--- src/rtl/controlador_matriz.sv ---
// Element-wise 5x5 matrix sequencer: reads A/B operands, drives an external ALU,
// writes results back and tracks overflow, timeout and invalid-op errors.
module controlador_matriz #(
  parameter int unsigned N_ELEM  = 25,
  parameter int unsigned ADDR_W  = 5,
  parameter int unsigned TIMEOUT = 15
) (
  input  logic              clk,
  input  logic              reset,
  input  logic              iniciar,
  input  logic [1:0]        sel_operacao,
  output logic [ADDR_W-1:0] rd_addr,
  input  logic [15:0]       rd_data_a,
  input  logic [15:0]       rd_data_b,
  output logic              alu_start,
  output logic [1:0]        alu_sel,
  output logic [15:0]       alu_a,
  output logic [15:0]       alu_b,
  input  logic [15:0]       alu_resultado,
  input  logic              alu_done,
  output logic              wr_en,
  output logic [ADDR_W-1:0] wr_addr,
  output logic [15:0]       wr_data,
  output logic              ocupado,
  output logic              concluido,
  output logic              overflow,
  output logic              erro
);

  localparam int unsigned CNT_W = (TIMEOUT < 2) ? 1 : $clog2(TIMEOUT + 1);
  localparam logic [ADDR_W-1:0] LAST_IDX = ADDR_W'(N_ELEM - 1);
  localparam logic [CNT_W-1:0]  CNT_LAST = CNT_W'(TIMEOUT - 1);

  localparam logic [1:0] OP_SOMA   = 2'b00;
  localparam logic [1:0] OP_SUB    = 2'b01;
  localparam logic [1:0] OP_OPOSTA = 2'b10;
  localparam logic [1:0] OP_INVAL  = 2'b11;

  typedef enum logic [2:0] {
    IDLE, LER, CAPT, DISP, ESPERA, ESCR, FIM
  } state_t;

  state_t             state, state_nxt;
  logic [ADDR_W-1:0]  idx, idx_nxt;
  logic [CNT_W-1:0]   cnt, cnt_nxt;
  logic [ADDR_W-1:0]  rd_addr_nxt, wr_addr_nxt;
  logic               alu_start_nxt, wr_en_nxt, ocupado_nxt, concluido_nxt;
  logic               overflow_nxt, erro_nxt;
  logic [1:0]         alu_sel_nxt;
  logic [15:0]        alu_a_nxt, alu_b_nxt, wr_data_nxt;
  logic               ovf;

  // Signed overflow of the result currently presented by the ALU.
  always_comb begin
    ovf = 1'b0;
    case (alu_sel)
      OP_SOMA:   ovf = (alu_a[15] == alu_b[15]) && (alu_resultado[15] != alu_a[15]);
      OP_SUB:    ovf = (alu_a[15] != alu_b[15]) && (alu_resultado[15] != alu_a[15]);
      OP_OPOSTA: ovf = (alu_a == 16'h8000);
      default:   ovf = 1'b0;
    endcase
  end

  // Next state and next registered outputs; outputs reflect the state being entered.
  always_comb begin
    state_nxt     = state;
    idx_nxt       = idx;
    cnt_nxt       = cnt;
    rd_addr_nxt   = rd_addr;
    alu_sel_nxt   = alu_sel;
    alu_a_nxt     = alu_a;
    alu_b_nxt     = alu_b;
    wr_addr_nxt   = wr_addr;
    wr_data_nxt   = wr_data;
    overflow_nxt  = overflow;
    erro_nxt      = erro;
    alu_start_nxt = 1'b0;
    wr_en_nxt     = 1'b0;
    concluido_nxt = 1'b0;

    case (state)
      IDLE: begin
        if (iniciar) begin
          if (sel_operacao == OP_INVAL) begin
            erro_nxt = 1'b1;
          end else begin
            alu_sel_nxt  = sel_operacao;
            idx_nxt      = '0;
            rd_addr_nxt  = '0;
            overflow_nxt = 1'b0;
            erro_nxt     = 1'b0;
            state_nxt    = LER;
          end
        end
      end
      LER: state_nxt = CAPT;
      CAPT: begin
        alu_a_nxt     = rd_data_a;
        alu_b_nxt     = rd_data_b;
        alu_start_nxt = 1'b1;
        cnt_nxt       = '0;
        state_nxt     = DISP;
      end
      DISP: begin
        cnt_nxt   = '0;
        state_nxt = ESPERA;
      end
      ESPERA: begin
        if (alu_done) begin
          wr_en_nxt    = 1'b1;
          wr_addr_nxt  = idx;
          wr_data_nxt  = alu_resultado;
          overflow_nxt = overflow | ovf;
          state_nxt    = ESCR;
        end else if (cnt == CNT_LAST) begin
          erro_nxt  = 1'b1;
          state_nxt = IDLE;
        end else begin
          cnt_nxt = cnt + CNT_W'(1);
        end
      end
      ESCR: begin
        if (idx == LAST_IDX) begin
          concluido_nxt = 1'b1;
          state_nxt     = FIM;
        end else begin
          idx_nxt     = idx + ADDR_W'(1);
          rd_addr_nxt = idx + ADDR_W'(1);
          state_nxt   = LER;
        end
      end
      FIM:     state_nxt = IDLE;
      default: state_nxt = IDLE;
    endcase

    ocupado_nxt = (state_nxt != IDLE);
  end

  // State and output registers.
  always_ff @(posedge clk or negedge reset) begin
    if (!reset) begin
      state     <= IDLE;
      idx       <= '0;
      cnt       <= '0;
      rd_addr   <= '0;
      alu_start <= 1'b0;
      alu_sel   <= 2'b00;
      alu_a     <= '0;
      alu_b     <= '0;
      wr_en     <= 1'b0;
      wr_addr   <= '0;
      wr_data   <= '0;
      ocupado   <= 1'b0;
      concluido <= 1'b0;
      overflow  <= 1'b0;
      erro      <= 1'b0;
    end else begin
      state     <= state_nxt;
      idx       <= idx_nxt;
      cnt       <= cnt_nxt;
      rd_addr   <= rd_addr_nxt;
      alu_start <= alu_start_nxt;
      alu_sel   <= alu_sel_nxt;
      alu_a     <= alu_a_nxt;
      alu_b     <= alu_b_nxt;
      wr_en     <= wr_en_nxt;
      wr_addr   <= wr_addr_nxt;
      wr_data   <= wr_data_nxt;
      ocupado   <= ocupado_nxt;
      concluido <= concluido_nxt;
      overflow  <= overflow_nxt;
      erro      <= erro_nxt;
    end
  end

endmodule

--- config.mk ---
export PLATFORM = sky130hd
export DESIGN_NAME = controlador_matriz
export DESIGN_NICKNAME = d
export VERILOG_FILES = /design/src/rtl/controlador_matriz.sv
export SDC_FILE = /design/constraint.sdc
export NUM_CORES = 1
export LEC_CHECK = 0
export CELL_PAD_IN_SITES_DETAIL_PLACEMENT = 0
export CELL_PAD_IN_SITES_GLOBAL_PLACEMENT = 1
export CORE_ASPECT_RATIO = 0.9
export CORE_MARGIN = 8
export CORE_UTILIZATION = 52
export CTS_CLUSTER_SIZE = 24
export DETAILED_ROUTE_END_ITERATION = 12
export DONT_BUFFER_PORTS = 1
export PLACE_DENSITY = 0.94
export SLEW_MARGIN = 15
export SYNTH_ARGS = -nofsm -noshare
export SYNTH_HDL_FRONTEND = slang
export SYNTH_SLANG_ARGS = --single-unit
--- constraint.sdc ---
create_clock -name clk -period 4.6 [get_ports clk]
set_input_delay 0.92 -clock clk [delete_from_list [all_inputs] [get_ports clk]]
set_output_delay 0.92 -clock clk [all_outputs]
set_load 0.05 [all_outputs]
# Word-level counts from Yosys, hierarchy flattened
# Cells that the tools add are included.
[word_totals]
register_bits = 73
wordCells = 82
[op_classes]
n_addsub = 2
n_eq_ne = 21
n_mux = 28
bitwise = 2
n_reduce_logical = 15
[op_table]
columns = ["op", "count"]
rows = [
  ["3-bit case mux with 6 select lines", 1],
  ["16-bit == test, second input constant", 1],
  ["3-bit 2-to-1 mux", 5],
  ["5-bit 2-to-1 mux", 3],
  ["2-bit inequality test, second input constant", 7],
  ["1-bit 2-to-1 mux", 12],
  ["4-bit AND reduction", 3],
  ["5-bit case mux with 2 select lines", 1],
  ["4-bit 2-to-1 mux", 2],
  ["4-bit case mux with 2 select lines", 1],
  ["3-bit by 2-bit == test with 1-bit output, second input constant", 2],
  ["3-bit == test, second input constant", 2],
  ["3-bit AND reduction", 2],
  ["2-bit nonzero test", 3],
  ["5-bit by 1-bit adder with 5-bit output, second input constant", 1],
  ["5-bit == test, second input constant", 1],
  ["4-bit by 1-bit adder with 4-bit output, second input constant", 1],
  ["2-bit == test, second input constant", 2],
  ["4-bit == test, second input constant", 1],
  ["1-bit case mux with 2 select lines", 2],
  ["3-bit by 1-bit == test with 1-bit output, second input constant", 1],
  ["3-bit logical NOT", 1],
  ["1-bit case mux with 3 select lines", 1],
  ["3-bit nonzero test", 1],
  ["other kinds (9)", 11],
]

# Logic depth before layout (Yosys ltp)
[depth]
word_depth = 6
depth_mapped = 6

# Worst setup path after synthesis
# Ideal clock, no wire load.
[synth_timing]
path_kind = "in2reg"
start = "in iniciar"
end = "reg idx[0]"
arrival_time_ns = 1.781
required_ns = 4.450
setup_slack_ns = 2.669
path_stages = 4
path_buffers = 0
cell_sequence = "or4b_1 a21o_1 nand3_1 o21ai_0"
[synth_between]
elab_chain_cells = 2
[synth_lines]
columns = ["element", "line_no", "source"]
rows = [
  ["from (decl)", "10", "input logic iniciar,"],
  ["2-bit inequality test (no line)", "-", ""],
  ["4-bit AND reduction (no line)", "-", ""],
  ["to (signal assigned)", "159", "idx <= idx_nxt;"],
  ["to (decl)", "44", "logic [ADDR_W-1:0] idx, idx_nxt;"],
]
# Every way passes these cells.
# A chain may end at the register's enable or synchronous reset.

# Final worst setup path
[layout_timing]
start = "reg state[2]"
end = "reg alu_a[9]"
[layout_between]
elab_chain_cells = 1
[layout_lines]
columns = ["element", "line_no", "source"]
rows = [
  ["from (decl)", "43", "state_t state, state_nxt;"],
  ["from (signal assigned)", "158", "state <= state_nxt;"],
  ["3-bit by 2-bit == test with 1-bit output", "81", "case (state)"],
  ["to (signal assigned)", "164", "alu_a <= alu_a_nxt;"],
  ["to (decl)", "17", "output logic [15:0] alu_a,"],
]
# Every way passes these cells.

==> results.yml <==
status:
  outcome: "finished, final reports clean"
route:
  ant_nets: 0
  wirelength_mm: 6.14
  firstDrtPassIters: 4
  drt_iter0_drc: 53
  drc: 0
  routed_via_density: 5.75
  vias: 1663
  wl_per_cell_um: 21.2
synth:
  ys.flop_type: "dfrtp_1"
  yosysTopAreaCellShare_pct: 61.7
  ys_warn_count: 0
  synth_cells: 210
  ys_seq_area_share_pct: 61.7
  syn_area_per_cell_um2: 14.1
  synth_fp_nets: 268
  yosys-top-cells-count: "dfrtp_1 (73), mux2_2 (53), nor2_1 (10), nand2_1 (8), nand3_1 (7)"
  synth.ff_latch_count: 73
  synth_edf_count: 0
  ys_types: 36
  async_flop_share_pct: 100
  synth_most_common_cell: "dfrtp_1"
  synth.area.top_cells: "dfrtp_1 (62%), mux2_2 (20%), ha_1 (1.7%)"
  yosysTopAreaCell: "dfrtp_1"
  netlist_area_um2: 2960
layout:
  syn_to_final_growth_pct: 8.12
  drive_above_1_share_pct: 32.9
  instances_no_fill: 289
  fin_area_um2: 3200
  nNetsFinal: 273
  antenna_cells: 0
sta:
  min_period_ps: 2040
  hold-worst-slack_ps: 264
  setup_violations: 0
  max-slew-margin-rel_pct: 37.8
  tns_ps: 0
  worst_pin_slew_ps: 931
  rsz0062_at_grt: "no"
  fin_skew_ps: 11.8
  fmax_mhz: 491
  drv_slew: 0
  post-route-period-util_pct: 44.3
  hold_viol_final: 0
grt:
  met2_usage_pct: 22.9
  use_met3_pct: 9.60
  grt_pass1_vias: 1792
  track_usage_pct: 15.4
  grt-ovfl-total: 0
  use_met1_pct: 17.4
  grt_busiest_layer: "met2"
  grt_max_degree: 74
  grt_pass1_wl_mm: 9.69
  antenna_found_initial: 0
clock_tree:
  cts_buffers: 9
  cts.repair.resized: 0
  ctsHoldBuffers: 0
  clkLatencyLatePin_ps: 340
  clk_root_buffer_cell: "clkbuf_8"
  cts_tree: "yes"
  htreeDepth: 3
  clk_pin_slew_ps: 80
  clock_path_buffers: 2
  cts.sinks: 73
  cts_setup_buffers: 0
place:
  gp_congestion: 0.752
  place_area_um2: 3020
  hpwl_mm: 4.43
  port_buffers: 0
  placed_cells: 274
worst_setup_path:
  timing.critical_path.from: "state[2]"
  r2r-start: "state[2]"
  end_kind: "register"
  critPathKind: "register to register"
  worstPathArrival_ps: 2260
  path_max_fanout: 35
  worst_setup_path_start_kind: "register"
  worstPathRequired_ps: 4820
floorplanning:
  io_pins: 120
  coreArea_um2: 5600
  die_h_um: 87.6
  dieWidth_um: 95.5
  die-area_um2: 8360
  start_util_pct: 52.9
  rows: 26
run:
  maxCapViolCount: 0
worst_hold_path:
  hold_class: "primary input to async pin"
-- stage by stage --
stage                     utilization, %  worst slack [ps]
after CTS                           57.2              2540
after floorplan                        -              2670
after global placement              53.9              2560
after global routing                57.2              2390
final                               57.2              2560
after detailed placement            53.9              2540
-- critical path, stage by stage (launching register included) --
cell and delay, ps:
dfrtp_1 450, nand2b_1 290, nor2_4 750, mux2_2 410
-- final timing paths --
| path | to | cells after the start | slack (ps) |
|---|---|---|---|
| max | alu_a[9] | 3 | 2560 |
| min | concluido | 0 | 260 |
| max reg2reg | alu_a[9] | 3 | 2560 |
| min reg2reg | cnt[3] | 1 | 480 |
| max in group asynchronous | alu_b[6] | 0 | 4210 |
| min in group clk | cnt[3] | 1 | 480 |
-- registers in the layout, indices dropped and copies added (netlist names) --
signal and flops:
overflow 1, state 3, alu_sel 2, wr_addr 5, alu_start 1, concluido 1
ocupado 1, idx 5, wr_data 16, cnt 4, alu_a 16, alu_b 16
erro 1, wr_en 1
-- kinds of logic (layout without fill, tap and decap cells) --
family                   Yosys count  count (layout)  share of synthesized area [%]
AND/OR/NAND/NOR                   48              48                           9.68
AO/OA/AOI/OAI                     15              15                           3.00
XOR/XNOR                           2               2                          0.592
buffers and inverters             11              20                           1.78
flip-flops                        73              73                           61.7
adder cells (fa/ha/maj)            4               4                           1.69
multiplexers                      57              57                           21.5
-- cells in the final DEF (no fill, tap or decap), types with 5 or more instances in the layout --
cell,netlist,final
dfrtp_1,73,73
inv_1,5,5
nand2_1,8,8
o21ai_0,6,6
mux2_2,53,53
nand3_1,7,7
nor2_1,10,10
clkbuf_8,0,12
-- final cells by class --
type | instances | area (um2)
Fill cell | 461 | 2400
Sequential cell | 73 | 1830
Multi-Input combinational cell | 126 | 1080
Clock buffer | 13 | 169
Tap cell | 70 | 87.6
Inverter | 5 | 18.8
Clock inverter | 2 | 12.5
-- routing by layer --
layer	up-vias	share of wire [%]	routed length, um
met2	68	50	3060
li1	751	-	-
met5	-	0	0
met4	0	0.96	59
met3	4	12	732
met1	840	37	2290
Power is not shown: default switching activity piles up to over one toggle a cycle in this logic, so the estimate is an artifact.
